$ cat src/rtl/call_stack.sv
// call_stack: parametrised LIFO frame stack with full/empty/count status, replace, pop-and-read
// and sticky overflow/underflow flags. Define CALL_STACK_PEEK2_EN to add the dout2 second-from-top read.
module call_stack #(
   parameter int VAL_W  = 128,
   parameter int N_W    = 5,
   parameter int FLAG_W = 2,
   parameter int DEPTH  = 32,
   localparam int FRAME_W = FLAG_W + N_W + VAL_W,
   localparam int CNT_W   = $clog2(DEPTH + 1)
) (
   input  logic               clk,
   input  logic               rst,
   input  logic [FRAME_W-1:0] din,
   input  logic               push,
   input  logic               pop,
   input  logic               top,
   input  logic               clr_err,
   output logic [FRAME_W-1:0] dout,
`ifdef CALL_STACK_PEEK2_EN
   output logic [FRAME_W-1:0] dout2,
`endif
   output logic [CNT_W-1:0]   count,
   output logic               empty,
   output logic               full,
   output logic               ovf_err,
   output logic               unf_err
);

   localparam int ADDR_W = $clog2(DEPTH);

   logic [FRAME_W-1:0] mem [DEPTH];
   logic               is_empty;
   logic               is_full;
   logic [ADDR_W-1:0]  top_idx;
   logic [ADDR_W-1:0]  wr_idx;
   logic               wr_en;
   logic               inc;
   logic               dec;
   logic               ovf_set;
   logic               unf_set;

   assign is_empty = (count == '0);
   assign is_full  = (count == CNT_W'(DEPTH));
   assign empty    = is_empty;
   assign full     = is_full;
   assign top_idx  = ADDR_W'(count - CNT_W'(1));

   // Replace overwrites the current top; a push+pop on empty degrades to a plain push into slot 0.
   assign wr_idx  = (pop && !is_empty) ? top_idx : ADDR_W'(count);
   assign wr_en   = push && (pop || !is_full);
   assign inc     = push && (pop ? is_empty : !is_full);
   assign dec     = pop && !push && !is_empty;
   assign ovf_set = push && !pop && is_full;
   assign unf_set = (pop || top) && is_empty;

   always_ff @(posedge clk) begin
      if (wr_en) begin
         mem[wr_idx] <= din;
      end
   end

   always_ff @(posedge clk or negedge rst) begin
      if (!rst) begin
         count   <= '0;
         dout    <= '0;
         ovf_err <= 1'b0;
         unf_err <= 1'b0;
      end else begin
         if (inc) begin
            count <= count + CNT_W'(1);
         end else if (dec) begin
            count <= count - CNT_W'(1);
         end
         if (top) begin
            dout <= is_empty ? '0 : mem[top_idx];
         end
         ovf_err <= (ovf_err && !clr_err) || ovf_set;
         unf_err <= (unf_err && !clr_err) || unf_set;
      end
   end

`ifdef CALL_STACK_PEEK2_EN
   always_ff @(posedge clk or negedge rst) begin
      if (!rst) begin
         dout2 <= '0;
      end else if (top) begin
         dout2 <= (count >= CNT_W'(2)) ? mem[ADDR_W'(count - CNT_W'(2))] : '0;
      end
   end
`endif

endmodule
$ cat config.mk
export PLATFORM = sky130hd
export DESIGN_NAME = call_stack
export DESIGN_NICKNAME = d
export VERILOG_FILES = /design/src/rtl/call_stack.sv
export SDC_FILE = /design/constraint.sdc
export NUM_CORES = 2
export LEC_CHECK = 0
export BUFFER_PORTS_ARGS = -buffer_cell sky130_fd_sc_hd__buf_2
export CAP_MARGIN = 20
export CORE_MARGIN = 4
export CORE_UTILIZATION = 60
export DETAILED_ROUTE_END_ITERATION = 8
export GPL_TIMING_DRIVEN = 0
export PLACE_DENSITY = 0.77
export SLEW_MARGIN = 20
export SYNTH_ARGS = -nofsm -noshare
export SYNTH_HDL_FRONTEND = slang
export SYNTH_MEMORY_MAX_BITS = 65536
export SYNTH_SLANG_ARGS = --single-unit
export TNS_END_PERCENT = 1
$ cat constraint.sdc
create_clock -name clk -period 9.6 [get_ports clk]
set_input_delay 0.48 -clock clk [delete_from_list [all_inputs] [get_ports clk]]
set_output_delay 0.48 -clock clk [all_outputs]
set_load 0.1 [all_outputs]
==> results by group <==
Status
  • Outcome: complete, but fails checks
  • Failing checks: DRC

Power and ir drop
  • Pwr Density: 338 nW/um^2
  • Int Power: ~40000 uW
  • Sequential cell fraction of total power: 35.3%
  • Maximum vdd drop: about 0.26 mV
  • NetSw: between 20000 and 30000 uW
  • Switching Fraction: roughly 39%
  • Lkg Pwr: 0.0656 uW
  • Combinational Power Share: between 30% and 40%
  • Power share of the clock group: between 20% and 30%

Floorplanning
  • Top Ports: 286
  • Die H: 543 um
  • Starting density of the core: between 60% and 70%
  • Core area: between 200000 and 300000 sq um
  • Die Wd: roughly 540 um
  • Num rows: a little under 200
  • Die ar.: between 200000 and 300000 sq um

Place
  • IO buf count: 284
  • Dpl hpwl: 301000 um
  • Gpl congestion: between 0.8 and 0.9
  • Placed cell count: about 13000

Global routing
  • All-layer global routing usage: roughly a third
  • Largest net degree at the start of global routing: 64
  • Global-route wire length before repair: between 600000 and 700000 um
  • Number of global-route vias before repair: 96491
  • Initial antenna violation count: 54
  • Gr ovfl total: 0

Final layout
  • Area growth, synth to finish: 15.8%
  • Nets: 10273
  • Fin cells: roughly 14000
  • Commonest cells after routing, fill and taps aside: 4320 x edfxtp_1, 958 x nand2_1, 676 x mux2i_1
  • Commonest non-fill, non-tap cell in the layout: edfxtp_1
  • Layout cells sized above 1: 18.3%
  • Layout fillers: 16043

Synthesis
  • Post-synthesis cell area: 171000 sq um
  • Asr flop ratio synth: under 10%
  • Sequential cell area fraction in the yosys report: between 70% and 80%
  • Post-synthesis cell count: 9088
  • Flops & latches, synth: between 4000 and 5000
  • Prevailing post-synth register cell: edfxtp_1
  • Synth warnings: 0
  • Syn avg cell area: around 19 sq um
  • Synth Net Count: 9231
  • Synth top area cells: edfxtp_1 76%, mux4_2 7.1%, mux2i_1 3.9%, nand2_1 2.1%, dfrtp_1 2.1%
  • Netlist cell types: 55
  • Leading area contributor after synthesis: edfxtp_1
  • Post-synth EDFFs: roughly 4300
  • Share of the synthesized area in the top cell type: about three quarters

Timing
  • Fmax: approximately 130 MHz
  • Slew @ Worst Pin: around 1.2 ns
  • Setup TNS: 0 ns
  • Period Utilization, post-route: 77.6%
  • Clock skew: 0.0630 ns
  • Max-slew headroom: between 10% and 20%
  • Final Setup Violations: 0
  • RSZ-0062 raised after global routing: false
  • Fin crit period: 7.45 ns
  • Hold Violations, Final: 0
  • Final slew viol count: 0

Clocking
  • CTS resizes: 0
  • H-tree levels: 5
  • CTS tree: yes
  • Root Driver: clkbuf_16
  • CTS Buf Count: ~430
  • Worst-Skew Late Latency: 0.97 ns
  • CTS Sinks: 4463
  • Max clock buf depth: 4
  • Clock slew at reported path FFs: approximately 0.060 ns

Worst setup path
  • Slowest cell on crit path: clkbuf_1
  • Crit Path Class: reg -> reg
  • CP arrival: about 8 ns
  • Longest individual stage delay on the worst path: 0.87 ns
  • Worst reg2reg startpoint: count[0]
  • CP Cell Sequence: buf_6 > buf_2 > buf_4 > inv_2 > ha_1 > buf_2 > buf_2 > buf_2 > clkbuf_1 > nor3_1 > o21ai_2 > nor2_4 > buf_16 > buf_12 > buf_12 > buf_16 > buf_12
  • Setup crit end kind: register
  • CP startpoint: count[0]
  • Required time of the critical path: slightly above 10 ns
  • Critical Path Source Type: register
  • Crit-path max FO: 20
  • Worst path most repeated cell: buf_2

Run
  • Max-Cap Viols: 0

Min path
  • Hold WC Path Type: in -> reg
  • Hold wc startpoint: din[102]

Routing
  • Detailed Route WL: 471000 um
  • Drt drc: 1
  • DR WL/cell: between 30 and 40 um
  • DRT iter0 DRCs: ~15000
  • Via/cell ratio: just under 7
  • Via count: 96662
  • Final ANT Viol Nets: 0
  • DRT Pass-1 Iters: 9
path summary, 6_finish.rpt:
path | endpoint | slack, ns | depth (start not counted)
max | mem[30][58] | 2.15 | 17
min | mem[13][102] | 0.06 | 1
max reg2reg | mem[30][58] | 2.15 | 17
min reg2reg | dout[114] | 0.53 | 2
max in group asynchronous | dout[117] | 7.53 | 4
min in group asynchronous | dout[122] | 0.59 | 3
flip-flops by register name, indices dropped and copies added (netlist names):
signal,count
unf_err,1
dout,135
count,6
ovf_err,1
mem,4320
routing by layer:
metal  wire, um  share of wire (%)  track usage [%]  up-vias
met5        107              0.023                0        -
li1           -                  -                -    38840
met1     160000                 34             41.0    49010
met3      54300                 12             7.35     1504
met4      32500                6.9             19.6       18
met2     224000                 48             49.4     7290
final cells by class:
| type | instances | area [sq um] | area share (%) |
|---|---|---|---|
| multi-input combinational | 4062 | 36100 | 18.2 |
| sequential | 4463 | 133000 | 67.2 |
| inverter | 6 | 22.5 | 0.0113 |
| clock inverter | 218 | 2200 | 1.11 |
| timing repair buffer | 609 | 7870 | 3.97 |
| clock buffer | 585 | 11800 | 5.93 |
| buffer | 557 | 2360 | 1.19 |
| tap | 3743 | 4680 | 2.36 |
| antenna | 66 | 165 | 0.0832 |
cells by family (layout without fill, tap and decap cells):
group / after synthesis / after routing / share of synthesized area (%)
muxes: 1216 / 1216 / 11.0
adders and majority gates: 2 / 2 / 0.0146
AOI/OAI and AO/OA: 981 / 981 / 4.64
buffers and inverters: 563 / 1975 / 1.36
xor gates and xnor gates: 11 / 11 / 0.0606
DFF: 4463 / 4463 / 77.8
and+or+nand+nor: 1852 / 1852 / 5.12
other: 0 / 66 / 0
worst max-delay path, delay by kind of cell (launching register included):
family / cells / cell delay, ns
adder cells (fa/ha/maj): 1 / 0.34
flip-flops: 1 / 0.51
buffers and inverters: 13 / 4.86
AO/OA/AOI/OAI: 1 / 0.82
AND/OR/NAND/NOR: 2 / 0.47
metrics by stage:
stage	utilization (%)	power (uW)	setup WS [ns]	cell area, sq um	hold slack, ns
6_report	70.1	67100	2.15	199000	0.0595
5_1_grt	70.0	69100	2.22	198000	0.0460
4_1_cts	70.0	66700	2.29	198000	0.000227
3_5_place_dp	64.8	49800	2.34	184000	0.378
3_3_place_gp	62.7	48900	-8.54	178000	0.511
2_1_floorplan	-	40200	0.184	171000	0.184
synth_stat cells (2+ instances only):
| cell | count |
|---|---|
| a22oi_1 | 270 |
| inv_1 | 5 |
| o21ai_2 | 3 |
| nor2b_1 | 253 |
| mux2i_1 | 676 |
| mux4_2 | 540 |
| o2111ai_1 | 135 |
| a21boi_0 | 272 |
| buf_1 | 35 |
| nand3_1 | 275 |
| a211oi_1 | 4 |
| o41ai_2 | 13 |
| o41ai_1 | 123 |
| buf_2 | 124 |
| a31oi_1 | 2 |
| nand2b_1 | 139 |
| and2b_1 | 21 |
| nand2_1 | 958 |
| and3_1 | 2 |
| edfxtp_1 | 4320 |
| xnor2_1 | 7 |
| o21ai_1 | 4 |
| xor2_1 | 3 |
| buf_6 | 5 |
| or3_1 | 2 |
| nand4_1 | 137 |
| nor2_1 | 45 |
| o21ai_0 | 6 |
| dfrtp_1 | 143 |
| nand3b_1 | 3 |
| a21oi_1 | 5 |
| nor3_1 | 9 |
| a32oi_1 | 135 |
| clkbuf_1 | 384 |
| buf_4 | 9 |
| ha_1 | 2 |
power groups by stage:
stage	logic [uW]	clock network [uW]	registers [uW]
2_1_floorplan	14100	0	26100
3_3_place_gp	24300	0	24600
3_5_place_dp	25800	0	24000
4_1_cts	26200	16800	23700
5_1_grt	27700	17700	23700
6_report	26700	16700	23700
repair_timing:
action | CTS | global route
endpoints found under the hold margin | 1370 | 0
buffers inserted | 0 | 0
hold buffers | 66 | 0
(Power assumes the default switching activity.)
